## src/rtl/nios_msg_pkg.sv

```systemverilog
// Shared constants and types for the Nios PIO mailbox to network bridge.
package nios_msg_pkg;

  // Bit positions inside the 8-bit PIO address ports
  localparam int SEND_TGL = 7;
  localparam int ACK_TGL  = 6;
  localparam int RECV_TGL = 7;
  localparam int TX_BUSY  = 6;
  localparam int ADDR_W   = 6;
  localparam int DATA_W   = 32;

  typedef enum logic {
    IDLE    = 1'b0,
    PRESENT = 1'b1
  } rx_state_t;

  // One network message: node address (dest on tx, src on rx) plus payload
  typedef struct packed {
    logic [ADDR_W-1:0] addr;
    logic [DATA_W-1:0] data;
  } msg_t;

endpackage

```

## src/rtl/msg_fifo.sv

```systemverilog
// Small synchronous FIFO with power-of-two depth; push and pop may coincide.
module msg_fifo #(
  parameter int DEPTH = 4,
  parameter int W     = 38
) (
  input  logic                     clk,
  input  logic                     reset,
  input  logic                     push,
  input  logic                     pop,
  input  logic [W-1:0]             wdata,
  output logic [W-1:0]             rdata,
  output logic                     full,
  output logic                     empty,
  output logic [$clog2(DEPTH):0]   count
);

  localparam int AW = $clog2(DEPTH);
  localparam int CW = AW + 1;

  logic [W-1:0]  mem [DEPTH];
  logic [AW-1:0] wr_ptr, rd_ptr;
  logic          do_push, do_pop;

  assign full    = (count == CW'(DEPTH));
  assign empty   = (count == '0);
  // A push into a full FIFO is only legal when a pop frees the slot this cycle
  assign do_push = push && (!full || pop);
  assign do_pop  = pop && !empty;
  assign rdata   = mem[rd_ptr];

  // Storage, pointers (wrap naturally on power-of-two depth) and occupancy
  always_ff @(posedge clk or posedge reset) begin
    if (reset) begin
      for (int i = 0; i < DEPTH; i++) mem[i] <= '0;
      wr_ptr <= '0;
      rd_ptr <= '0;
      count  <= '0;
    end else begin
      if (do_push) begin
        mem[wr_ptr] <= wdata;
        wr_ptr      <= wr_ptr + 1'b1;
      end
      if (do_pop) rd_ptr <= rd_ptr + 1'b1;
      case ({do_push, do_pop})
        2'b10:   count <= count + 1'b1;
        2'b01:   count <= count - 1'b1;
        default: ;
      endcase
    end
  end

endmodule

```

## src/rtl/nios_msg_bridge.sv

```systemverilog
// Far end of the Nios PIO mailbox: turns send toggles into network tx
// transfers and presents buffered rx words to the Nios via a recv toggle.
module nios_msg_bridge
  import nios_msg_pkg::*;
#(
  parameter int RX_DEPTH = 4,
  parameter int ADDR_W   = 6,
  parameter int DATA_W   = 32
) (
  input  logic              clk,
  input  logic              reset,
  input  logic [ADDR_W+1:0] send_addr,
  input  logic [DATA_W-1:0] send_data,
  output logic [ADDR_W+1:0] recv_addr,
  output logic [DATA_W-1:0] recv_data,
  output logic              tx_valid,
  input  logic              tx_ready,
  output logic [ADDR_W-1:0] tx_dest,
  output logic [DATA_W-1:0] tx_data,
  input  logic              rx_valid,
  output logic              rx_ready,
  input  logic [ADDR_W-1:0] rx_src,
  input  logic [DATA_W-1:0] rx_data,
  output logic              tx_overrun
);

  localparam int CW = $clog2(RX_DEPTH) + 1;

  logic                     armed;
  logic                     prev_s7, prev_a6;
  logic                     send_evt, ack_evt, slot_free;
  rx_state_t                state;
  logic                     recv_tgl;
  logic [ADDR_W-1:0]        recv_src;
  logic                     fifo_push, fifo_pop, fifo_full, fifo_empty;
  logic [CW-1:0]            fifo_count;
  logic [ADDR_W+DATA_W-1:0] fifo_head;

  // armed stays low for the first edge after reset so the prev registers can
  // pick up whatever toggle state the (possibly un-reset) Nios is holding
  assign send_evt  = armed && (send_addr[SEND_TGL] ^ prev_s7);
  assign ack_evt   = armed && (send_addr[ACK_TGL] ^ prev_a6);
  assign slot_free = !tx_valid || tx_ready;

  // rx_ready looks at occupancy before any pop, so a full+pop cycle stays low
  assign rx_ready  = !fifo_full;
  assign fifo_push = rx_valid && !fifo_full;
  assign fifo_pop  = armed && !fifo_empty && ((state == IDLE) || ack_evt);

  assign recv_addr = {recv_tgl, tx_valid, recv_src};

  // Toggle edge detection with a one-cycle resync after reset
  always_ff @(posedge clk or posedge reset) begin
    if (reset) begin
      armed   <= 1'b0;
      prev_s7 <= 1'b0;
      prev_a6 <= 1'b0;
    end else begin
      armed   <= 1'b1;
      prev_s7 <= send_addr[SEND_TGL];
      prev_a6 <= send_addr[ACK_TGL];
    end
  end

  // Single-entry tx holding register; a send into a busy slot is dropped
  always_ff @(posedge clk or posedge reset) begin
    if (reset) begin
      tx_valid   <= 1'b0;
      tx_dest    <= '0;
      tx_data    <= '0;
      tx_overrun <= 1'b0;
    end else begin
      if (send_evt && slot_free) begin
        tx_valid <= 1'b1;
        tx_dest  <= send_addr[ADDR_W-1:0];
        tx_data  <= send_data;
      end else if (tx_valid && tx_ready) begin
        tx_valid <= 1'b0;
      end
      if (send_evt && !slot_free) tx_overrun <= 1'b1;
    end
  end

  // Rx presentation FSM: load head, pop and flip the recv toggle
  always_ff @(posedge clk or posedge reset) begin
    if (reset) begin
      state     <= IDLE;
      recv_tgl  <= 1'b0;
      recv_src  <= '0;
      recv_data <= '0;
    end else begin
      case (state)
        IDLE: begin
          if (fifo_pop) begin
            {recv_src, recv_data} <= fifo_head;
            recv_tgl              <= ~recv_tgl;
            state                 <= PRESENT;
          end
        end
        PRESENT: begin
          if (ack_evt) begin
            if (fifo_pop) begin
              {recv_src, recv_data} <= fifo_head;
              recv_tgl              <= ~recv_tgl;
            end else begin
              state <= IDLE;
            end
          end
        end
        default: state <= IDLE;
      endcase
    end
  end

  msg_fifo #(
    .DEPTH (RX_DEPTH),
    .W     (ADDR_W + DATA_W)
  ) u_rx_fifo (
    .clk   (clk),
    .reset (reset),
    .push  (fifo_push),
    .pop   (fifo_pop),
    .wdata ({rx_src, rx_data}),
    .rdata (fifo_head),
    .full  (fifo_full),
    .empty (fifo_empty),
    .count (fifo_count)
  );

  // Occupancy and full flag must always agree
  a_full_count: assert property (@(posedge clk) disable iff (reset)
    fifo_full == (fifo_count == CW'(RX_DEPTH)));

endmodule
```

## config.mk

```make
export PLATFORM = sky130hd
export DESIGN_NAME = nios_msg_bridge
export DESIGN_NICKNAME = d
export VERILOG_FILES = /design/src/rtl/nios_msg_pkg.sv /design/src/rtl/msg_fifo.sv /design/src/rtl/nios_msg_bridge.sv
export SDC_FILE = /design/constraint.sdc
export NUM_CORES = 1
export LEC_CHECK = 0
export ABC_AREA = 1
export CAP_MARGIN = 40
export CORE_MARGIN = 2
export CORE_UTILIZATION = 40
export DETAILED_ROUTE_END_ITERATION = 6
export GPL_TIMING_DRIVEN = 0
export PLACE_DENSITY = 0.58
export SYNTH_ARGS = -nofsm -noshare
export SYNTH_HDL_FRONTEND = slang
export SYNTH_SLANG_ARGS = --single-unit
```

## constraint.sdc

```tcl
create_clock -name clk -period 10.42 [get_ports clk]
set_input_delay 1.563 -clock clk [delete_from_list [all_inputs] [get_ports clk]]
set_output_delay 1.563 -clock clk [all_outputs]
set_load 0.02 [all_outputs]
```

==> results.toml <==
[cells_and_area]
antennaDiodeCount = 0
final_cells = 1899
fin_nets = 1626
syn_to_final_growth_pct = 27.6
final_util_pct = 52.1
drive_gt1_share_pct = 8.86

[clock_network]
clkSinkCount = 242
ctsResizeCount = 0
cts_setup_buffers = 0
h-tree-depth = 1
numCtsBuffers = 28
insertion_delay_ps = 540
cts.path.max_buffers = 3
postCtsHoldBufs = 0
clk_pin_slew_ps = 60
cts_tree = "built"
clockRootBuffer = "clkbuf_16"

[timing]
whs_ps = 467
slew_viol_final = 0
slew_headroom_pct = 48.3
grt_setup_unrepaired = "no"
fin_worst_skew_ps = 18.8
hold_violations = 0
period_share_pct = 40.7
worstMarginPinSlew_ps = 776
fmax_mhz = 236
period_needed_ps = 4250
setup_viol = 0
timing.setup.tns_ps = 0

[worst_setup_path]
cp_max_fo = 10
cp_slowest_stage_delay_ps = 530
r2r_setup_slack_ps = 7020
criticalPathCategory = "in2reg"
worstRegToRegCells = 11
crit_path_end_kind = "register"
slowest_stage = "nand2_1"
critPathRequiredTime_ps = 10880
cp_cell_sequence = "clkdlybuf4s50_1 > inv_1 > nand2_1 > nand3_1 > nand2_1 > nand2_1 > buf_2 > inv_1 > ha_1 > inv_1 > fa_1 > or2_2 > nand2_1 > xor2_1"
cp-start-kind = "input pin"
critPathMostFrequentCell = "nand2_1"
cp_data_arrival_time_ps = 4710
r2r_start = "armed$_DFF_PP0_"
r2r_end = "u_rx_fifo.count[2]$_DFFE_PP0P_"

[floorplanning]
die_y_um = 170
start_util_pct = 40.8
rows = 60
die_w_um = 170
core-area_mm2 = 0.0270
ios = 163
die_area_mm2 = 0.0289

[global_route]
grt_use_total_pct = 21.4
grt_max_degree = 108
grt_first_pass_wirelength_um = 49200
grt_overflow = 0
antenna_found_initial = 0
grt_pass1_vias = 9085

[pwr]
vdd_drop_max_uv = 135
p_leak_nw = 7.05
power.density_mw_per_mm2 = 305
switchingPower_mw = 1.66
p_sw_share_pct = 38.7
total_power_mw = 4.29
p_int_mw = 2.63
sequentialPowerShare_pct = 34.7
p_clk_share_pct = 22.9
combPwrFrac_pct = 42.4

[min_path]
hold_depth = 2
hp-class = "reg2reg"
hp-start = "tx_data[1]$_DFFE_PP0P_"
holdPathEnd = "tx_data[1]$_DFFE_PP0P_"

[drt]
drc = 0
vias_per_cell = 4.83
first_iter_violations = 732
vias = 9177
dr.pass1.iters = 5
wl_per_cell_um = 15.9
drt_wl_total_um = 30100
drtAntennaViolNets = 0

[synth]
yosys_register_bits = 242
post_synth.cell_area_avg_um2 = 8.21
yosys_warnings = 0
ys_seq_area_share_pct = 54.9
syn_nets = 1432
netlist-cell-type-count = 27
syn-cell-area_mm2 = 0.0110
syn_inst = 1344

[placement]
dp.cells = 1849
hpwl_um = 20300
gp_congestion = 0.765
port_buffers = 162

[job]
max_cap_viol_count = 0

[run_status]
status = "finished, final reports clean"
## worst max-delay path by stage
stage	startpoint	to	slack (ps)	depth (start not counted)
2_1_floorplan	reset	armed$_DFF_PP0_	2210	1
3_3_place_gp	reset	u_rx_fifo.mem[116]$_DFFE_PP0P_	-1390	2
3_5_place_dp	send_addr[6]	u_rx_fifo.count[2]$_DFFE_PP0P_	5570	14
4_1_cts	send_addr[6]	u_rx_fifo.count[2]$_DFFE_PP0P_	6140	14
5_1_grt	send_addr[6]	u_rx_fifo.count[2]$_DFFE_PP0P_	5950	14
6_report	send_addr[6]	u_rx_fifo.count[2]$_DFFE_PP0P_	6170	14
## synthesized netlist by cell type (all sizes together)
library cell  instances  share of area, %
inv                 176               6.0
nand3               119               5.4
or2                   1             0.057
dfrtp               242                55
fa                    1              0.18
conb                  1             0.034
xor2                  3              0.24
a21oi                 3              0.17
o21ai               153               8.0
clkbuf               26              0.88
nand2               550                19
buf                  54               3.6
o21bai                1             0.068
ha                    5              0.57
nor2                  8              0.93
xnor2                 1             0.079
## routing by layer
layer	vias to the layer above	part of all wire, %	GRT usage, %	routed length [um]
met1	4371	47	30.6	14300
met5	-	0	0	0
li1	4503	-	-	-
met2	264	45	34.0	13400
met3	39	6.2	3.70	1860
met4	0	1.9	5.31	580
## critical path: cells and delay by family
family,cells,cell delay [ps]
buffers and inverters,5,1050
xor gates and xnor gates,1,150
and+or+nand+nor,6,1440
adders and majority gates,2,510
## metrics by stage
stage                     setup WS [ps]  cell area, um^2
after floorplan                    2210            11000
after global placement            -1390            13100
after detailed placement           5570            13100
after CTS                          6140            14100
after global routing               5950            14100
final                              6170            14100
## state kept, by name, summed over array words and instances, names as in the netlist
name / count
tx_overrun: 1
u_rx_fifo.rd_ptr: 2
state: 1
recv_data: 32
tx_valid: 1
u_rx_fifo.mem: 152
recv_tgl: 1
recv_src: 6
prev_s7: 1
tx_dest: 6
u_rx_fifo.count: 3
prev_a6: 1
tx_data: 32
u_rx_fifo.wr_ptr: 2
armed: 1
## logic make-up (layout without fill, tap and decap cells)
| group | Yosys count | after routing | synth area share (%) |
|---|---|---|---|
| fa+ha+maj | 6 | 6 | 0.748 |
| buf+inv | 256 | 470 | 10.5 |
| simple gates | 678 | 678 | 25.3 |
| xor+xnor | 4 | 4 | 0.318 |
| compound gates | 157 | 157 | 8.20 |
| other cells | 1 | 1 | 0.0340 |
| flops | 242 | 242 | 54.9 |
## area by class of cell
cell class	count	area (um^2)
Tap cell	341	427
Inverter	176	668
Fill cell	2598	12900
Clock buffer	46	880
Multi-Input combinational cell	846	3820
Clock inverter	4	51.3
Buffer	80	499
Sequential cell	242	6060
Timing Repair Buffer	164	1680
## power groups by stage
stage	clock network, mW	registers [mW]	logic [mW]
floorplan	0	1.61	1.08
global placement	0	1.50	1.80
detailed placement	0	1.50	1.83
CTS	1.00	1.49	1.84
global route	1.04	1.53	2.06
finish	0.982	1.49	1.82
## layout by cell type, fill, tap and decap left out
| master | instances |
|---|---|
| nand2_8 | 1 |
| clkinv_2 | 2 |
| nor2_4 | 1 |
| buf_16 | 2 |
| nand3_1 | 119 |
| inv_2 | 1 |
| nand2_4 | 1 |
| o21bai_1 | 1 |
| conb_1 | 1 |
| bufinv_16 | 1 |
| clkbuf_1 | 34 |
| buf_6 | 20 |
| o21ai_0 | 95 |
| nor2_8 | 4 |
| clkbuf_16 | 29 |
| or2_2 | 1 |
| xnor2_1 | 1 |
| buf_4 | 3 |
| a21oi_2 | 1 |
| buf_2 | 30 |
| clkbuf_8 | 9 |
| o21ai_2 | 30 |
| clkdlybuf4s50_1 | 162 |
| dfrtp_1 | 242 |
| nand2_1 | 548 |
| ha_1 | 5 |
| fa_1 | 1 |
| a21oi_1 | 2 |
| nor2_1 | 3 |
| xor2_1 | 3 |
| inv_1 | 174 |
| inv_8 | 2 |
| buf_1 | 1 |
| o21ai_1 | 28 |
(Power assumes the default switching activity.)
